`config.mk`:
```
export PLATFORM = sky130hd
export DESIGN_NAME = bsg_wormhole_link_splitter
export DESIGN_NICKNAME = d
export VERILOG_FILES = /design/src/rtl/bsg_wormhole_link_splitter.sv
export SDC_FILE = /design/constraint.sdc
export NUM_CORES = 1
export LEC_CHECK = 0
export CORE_ASPECT_RATIO = 0.8
export CORE_MARGIN = 5
export CORE_UTILIZATION = 26
export CTS_CLUSTER_DIAMETER = 60
export DETAILED_ROUTE_END_ITERATION = 8
export GPL_TIMING_DRIVEN = 0
export PLACE_DENSITY = 0.77
export SETUP_SLACK_MARGIN = 0.5
export SYNTH_ARGS = -nofsm -noshare
export SYNTH_HDL_FRONTEND = slang
export SYNTH_SLANG_ARGS = --single-unit
```
`constraint.sdc`:
```
create_clock -name clk_i -period 2.9 [get_ports clk_i]
set_input_delay 0.87 -clock clk_i [delete_from_list [all_inputs] [get_ports clk_i]]
set_output_delay 0.87 -clock clk_i [all_outputs]
set_load 0.005 [all_outputs]
```
`src/rtl/bsg_wormhole_link_splitter.sv`:
```
// bsg_wormhole_link_splitter
// Splits one concentrated wormhole link into two channel links and merges them back.
module bsg_wormhole_link_splitter #(
    parameter int flit_width_p = 32,
    parameter int len_width_p  = 4,
    parameter int cid_width_p  = 4,
    parameter int cord_width_p = 7
) (
    input  logic                         clk_i,
    input  logic                         reset_i,
    input  logic [flit_width_p+1:0]      single_link_i,
    output logic [flit_width_p+1:0]      single_link_o,
    input  logic [1:0][flit_width_p+1:0] links_i,
    output logic [1:0][flit_width_p+1:0] links_o
);

    localparam int link_width_lp = flit_width_p + 2;
    localparam int len_lsb_lp    = cord_width_p;
    localparam int cid_lsb_lp    = cord_width_p + len_width_p;

    typedef enum logic {S_IDLE, S_BUSY} split_state_e;
    typedef enum logic {M_IDLE, M_LOCK} merge_state_e;

    split_state_e            split_state;
    logic                    sel_r;
    logic [len_width_p-1:0]  cnt_r;

    merge_state_e            merge_state;
    logic                    own_r;
    logic                    rr_r;
    logic [len_width_p-1:0]  mcnt_r;

    logic                    s_v;
    logic [flit_width_p-1:0] s_data;
    logic [len_width_p-1:0]  s_len;
    logic [cid_width_p-1:0]  s_cid;
    logic                    s_sel;
    logic                    s_ready;
    logic                    s_hs;
    logic                    unused_cid;

    logic [1:0]              m_vin;
    logic                    m_g;
    logic                    m_v;
    logic [flit_width_p-1:0] m_data;
    logic [len_width_p-1:0]  m_len;
    logic                    m_ready;
    logic                    m_rdy_en;
    logic                    m_hs;

    // Split side: header fields of the concentrated flit
    assign s_v        = single_link_i[link_width_lp-1];
    assign s_data     = single_link_i[link_width_lp-2:1];
    assign s_len      = s_data[len_lsb_lp +: len_width_p];
    assign s_cid      = s_data[cid_lsb_lp +: cid_width_p];
    assign unused_cid = ^s_cid[cid_width_p-1:1];

    // Body flits follow the latched channel, never their own bits
    assign s_sel   = (split_state == S_BUSY) ? sel_r : s_cid[0];
    assign s_ready = ~reset_i & links_i[s_sel][0];
    assign s_hs    = s_v & s_ready;

    assign m_vin[0] = links_i[0][link_width_lp-1];
    assign m_vin[1] = links_i[1][link_width_lp-1];
    assign m_ready  = single_link_i[0];

    // Merge arbitration: locked owner, else round-robin preference
    always_comb begin
        m_g = rr_r;
        m_v = 1'b0;
        if (merge_state == M_LOCK) begin
            m_g = own_r;
            m_v = m_vin[own_r];
        end else if (m_vin[rr_r]) begin
            m_g = rr_r;
            m_v = 1'b1;
        end else begin
            m_g = ~rr_r;
            m_v = m_vin[~rr_r];
        end
    end

    assign m_data   = links_i[m_g][link_width_lp-2:1];
    assign m_len    = m_data[len_lsb_lp +: len_width_p];
    assign m_rdy_en = ~reset_i & m_ready &
                      ((merge_state == M_LOCK) | m_v);
    assign m_hs     = m_v & m_ready;

    // Output link assembly; reset silences every valid and ready
    always_comb begin
        single_link_o = {m_v & ~reset_i, m_data, s_ready};
        links_o[0]    = {s_v & ~s_sel & ~reset_i, s_data, m_rdy_en & ~m_g};
        links_o[1]    = {s_v & s_sel & ~reset_i, s_data, m_rdy_en & m_g};
    end

    // Split FSM: latch channel and flit count on a non-empty header
    always_ff @(posedge clk_i or posedge reset_i) begin
        if (reset_i) begin
            split_state <= S_IDLE;
            sel_r       <= 1'b0;
            cnt_r       <= '0;
        end else if (s_hs) begin
            unique case (split_state)
                S_IDLE: begin
                    if (s_len != '0) begin
                        split_state <= S_BUSY;
                        sel_r       <= s_sel;
                        cnt_r       <= s_len;
                    end
                end
                S_BUSY: begin
                    cnt_r <= cnt_r - len_width_p'(1);
                    if (cnt_r == len_width_p'(1))
                        split_state <= S_IDLE;
                end
            endcase
        end
    end

    // Merge FSM: hold the owner for a whole packet, then flip preference
    always_ff @(posedge clk_i or posedge reset_i) begin
        if (reset_i) begin
            merge_state <= M_IDLE;
            own_r       <= 1'b0;
            rr_r        <= 1'b0;
            mcnt_r      <= '0;
        end else if (m_hs) begin
            unique case (merge_state)
                M_IDLE: begin
                    if (m_len != '0) begin
                        merge_state <= M_LOCK;
                        own_r       <= m_g;
                        mcnt_r      <= m_len;
                    end else begin
                        rr_r <= ~m_g;
                    end
                end
                M_LOCK: begin
                    mcnt_r <= mcnt_r - len_width_p'(1);
                    if (mcnt_r == len_width_p'(1)) begin
                        merge_state <= M_IDLE;
                        rr_r        <= ~own_r;
                    end
                end
            endcase
        end
    end

endmodule
```
Word level (Yosys, flattened, before mapping)
Index checks and enable logic that the tools add are counted.

storage, ports and cells
  flip-flop bits (word level) = 13
  latch bits = 0
  bits in writable memories = 0
  ROM bits = 0
  output and inout port bits = 102
  memories kept = 0

operators by class
  $add $sub $neg = 2
  multipliers = 0
  div/mod/pow operators = 0
  order comparisons = 5
  equal/unequal tests = 6
  shifts and indexed selects = 0
  multiplexer cells = 28
  bitwise logic cells = 20
  reduce and logical (&&, ||, !) cells = 7

operator list
  cell                   count
  $mux W33               2
  $mux W1                19
  $pmux W4 S2            2
  $and A1 B1 Y1          12
  $lt A1 B2 Y1 const B   5
  $reduce_and A3 Y1      3
  $eq A4 B1 Y1 const B   2
  $mux W4                2
  $reduce_bool A4 Y1     2
  $sub A4 B1 Y4 const B  2
  $not A1 Y1             7
  $ne A2 B2 Y1 const B   3
  $pmux W1 S2            3
  $reduce_and A2 Y1      2
  $ne A2 B1 Y1 const B   1
  $or A1 B1 Y1           1

Longest topological paths before layout
  depth in word-level cells = 9
  mapped depth = 7
  gate-level depth less buffers = 6

Least setup slack after synthesis
OpenSTA, ideal clock, no wires.

  path type = input -> output
  from = input links_i[33] (netlist name)
  to = output single_link_o[12]
  data arrival time = 2.025 ns
  data required time = 2.030 ns
  path slack = 0.005 ns
  stages on the path = 5
  buffers on the path = 2
  path through = nor2b_1 -> o31ai_2 -> buf_2 -> buf_2 -> mux2_2

between the ends
  cells in the longest elaborated chain, start to end = 6

ends and longest elaborated chain
  item                                         RTL line  RTL
  from (decl)                                  13        input logic [1:0][flit_width_p+1:0] links_i,
  $mux W1 (implied by the code) (2 in a row)   74        end else if (m_vin[rr_r]) begin
  $mux W1                                      74
  $mux W1                                      71        if (merge_state == M_LOCK) begin
  $mux W33 (implied by the code) (2 in a row)  83        assign m_data = links_i[m_g][link_width_lp-2:1];
  to (decl)                                    12        output logic [flit_width_p+1:0] single_link_o,

Every way passes these cells. The select of a mux whose other input is x is not followed.

Worst setup path after layout
Same ends and word-level chain as after synthesis.

==> out/metrics.cfg <==
[critical_path]
crit_top_cell=buf_6
max_stage_delay_ns=0.30
rr_startpoint=rr_r$_DFFE_PP0P_
worst-r2r-setup-slack_ns=0.79
cp.arrival_ns=2.15
crit_path_end=single_link_o[12]
path_buf_inv=5
critPathKind=input port to output pin
crit_family=buffers and inverters
crit_slowest_cell=mux2_4
cp-end-kind=output pin
timing.rr.end=mcnt_r[0]$_DFFE_PP0P_
cp-start-kind=input port
crit_required_ns=2.03
crit_start=links_i[33]
path_cells=buf_8 > nor2b_4 > o31ai_4 > buf_6 > buf_8 > buf_6 > mux2_4 > buf_6
r2r_cells=9
crit_fanout=8
critical_path_depth=8

[clock_network]
tritoncts=built
postCtsHoldBufs=0
cts.reportedPaths.clkPinSlew_ns=0.06
h-tree-depth=1
numCtsBuffers=3
cts_buffer_depth=2
clkLatencyLatePin_ns=0.24
root_buffer=clkbuf_8
cts_sinks=13

[logic_synthesis]
synth_most_common_cell=buf_4
synth_area_leaders=buf_4, mux2_2, dfrtp_1
ys_types=41
synth-compound-area-share=0.117
netlist.area_leader.share=0.260
synth.avg_cell_area_um2=8.64
syn_area_um2=1880
synthArstFlopShare=1.00
ys_seq_elements=13
ys.flop_type=dfrtp_1
synth_top_family_by_area=buffers and inverters
synthXorXnorAreaFrac=0
ys.warnings.count=0
seq_area_frac_synth=0.173
synthAdderAreaFrac=0.0267
yosys.area.top_type=buf_4
synth_edf_count=0
ys_top_cells_by_count=buf_4, mux2_2, dfrtp_1
netlist_instances=217
synth-simple-area-share=0.142
synthMuxAreaShare=0.245
syn_nets=325

[timing]
finalSetupTns_ns=-2.14
hold_viol_final=0
slew_viol_final=0
finalWorstSetupSlack_ns=-0.119
slew_headroom=0.626
min_period_ns=3.02
setup-violations-final=31
worst_slew_pin_slew_ns=0.556
post-route-period-util=1.04
max_freq_mhz=331
rsz0062_at_grt=yes
skew_ns=0.00159

[drt]
wl_per_cell_um=17.2
routed_wl_um=9000
num_vias=2361
ant_nets=0
first_pass_iters=4
routed_via_density=4.51
drc=0
drt_iter0_drc=70

[floorplanning]
dieWidth_um=105
die_y_um=86.0
io_pins=206
initial_core_util=0.270
dieArea_um2=9020
rows=27
coreArea_um2=6960

[placement]
port_buffers=178
place_congestion=0.890
post-place-ws_ns=-1.06
dp_hpwl_um=7250

[cells_and_area]
drive_gt1_frac=0.484
nNetsFinal=545
seqCellArea_um2=325
post-route-util=0.629
nFillCells=568
synthToLayoutAreaGrowth_pct=133
multi_input_area_um2=1190

[global_routing]
grt_use_met1=0.198
track_usage=0.175
antenna_found_initial=1
grt_max_degree=13
grt_pass1_vias=2418
overflow=0
grt_pass1_wl_um=12800
grtUsageMet3=0.0406
top_usage_layer=met2
globalRouteMet2Util=0.336

[job]
maxCapViolCount=0

[power_and_ir_drop]
power_density_nw_per_um2=698
max-vdd-ir-drop_uv=358
p_leak_nw=2.03

[worst_hold_path]
min_path_type=flop to flop

[status]
status=finished with violations
violations=setup timing

==> state kept, by name (all words and copies together), names as in the netlist <==
name and cells:
mcnt_r 4, cnt_r 4, merge_state 1, rr_r 1
sel_r 1, own_r 1, split_state 1
==> worst min path at each step <==
stage | endpoint | cells past startpoint | startpoint | slack, ns
final | mcnt_r[3]$_DFFE_PP0P_ | 2 | mcnt_r[3]$_DFFE_PP0P_ | 0.54
after global routing | mcnt_r[3]$_DFFE_PP0P_ | 2 | mcnt_r[3]$_DFFE_PP0P_ | 0.59
after CTS | mcnt_r[3]$_DFFE_PP0P_ | 2 | mcnt_r[3]$_DFFE_PP0P_ | 0.53
after detailed placement | mcnt_r[3]$_DFFE_PP0P_ | 2 | mcnt_r[3]$_DFFE_PP0P_ | 0.51
after global placement | mcnt_r[3]$_DFFE_PP0P_ | 2 | mcnt_r[3]$_DFFE_PP0P_ | 0.51
after floorplan | mcnt_r[3]$_DFFE_PP0P_ | 2 | mcnt_r[3]$_DFFE_PP0P_ | 0.48
==> routing by layer <==
layer | vias to the layer above | wire length [um]
li1 | 1145 | -
met5 | - | 0
met2 | 103 | 5070
met4 | 0 | 133
met1 | 1102 | 3190
met3 | 11 | 602
==> tightest hold or removal path, cell delays in order (launching register included) <==
cell	delay, ns
dfrtp_1	0.37
a32oi_1	0.07
o21ai_0	0.07
==> kinds of logic (layout without fill, tap and decap cells) <==
kind of cell / after synthesis / count (layout)
adder cells (fa/ha/maj): 4 / 4
AO/OA/AOI/OAI: 31 / 31
multiplexers: 41 / 41
flip-flops: 13 / 13
AND/OR/NAND/NOR: 47 / 47
buffers and inverters: 81 / 300
other: 0 / 1
==> where the power goes <==
part / switching [W] / total, W / internal (W)
Sequential: 0.0000810 / 0.000344 / 0.000263
Combinational: 0.000903 / 0.00255 / 0.00164
Clock: 0.0000656 / 0.000163 / 0.0000972
Total: 0.00105 / 0.00305 / 0.00200
==> cell usage in the layout (no fill, tap or decap), types with 2 or more instances in the layout <==
cell,Yosys,routed
clkdlybuf4s50_1,0,118
buf_4,65,88
buf_6,0,47
mux2_4,1,28
dfrtp_1,13,13
dlygate4sd2_1,0,12
buf_2,5,11
mux2_2,36,9
a21oi_1,7,7
inv_1,8,7
nor2_1,8,7
nand2_1,6,6
nor3_1,6,5
o21ai_0,6,5
nand2b_1,4,4
clkbuf_1,3,4
buf_8,0,4
ha_1,4,4
nor4_1,5,3
nand3_1,3,3
nor2b_4,0,3
o211ai_1,3,3
mux2i_1,4,3
clkbuf_8,0,3
clkdlybuf4s15_2,0,3
a21o_1,2,2
o31ai_1,2,2
and3b_1,2,2
nor2b_1,5,2
==> stage by stage <==
stage | cells | hold slack, ns | total power, W | area (um2)
4_1_cts | 516 | 0.530 | 0.00282 | 4190
5_1_grt | 524 | 0.586 | 0.00323 | 4380
2_1_floorplan | 217 | 0.482 | 0.00130 | 1950
3_3_place_gp | 482 | 0.507 | 0.00208 | 3840
6_report | 524 | 0.545 | 0.00305 | 4380
3_5_place_dp | 482 | 0.512 | 0.00213 | 3840
==> area by class of cell <==
| type | count | area share |
|---|---|---|
| Multi-Input combinational cell | 123 | 0.272 |
| Tap cell | 87 | 0.0249 |
| Buffer | 73 | 0.130 |
| Timing Repair Buffer | 215 | 0.480 |
| Antenna cell | 1 | 0.000572 |
| Clock buffer | 4 | 0.0103 |
| Inverter | 8 | 0.00772 |
| Sequential cell | 13 | 0.0743 |
==> what timing repair did <==
item	4_1_cts	5_1_grt
setup buffers	30	7
endpoints found under the setup margin	57	43
gates resized for setup	264	33
pin swaps	4	4
hold endpoints to repair	0	0
Power figures use the tool's default switching activity.
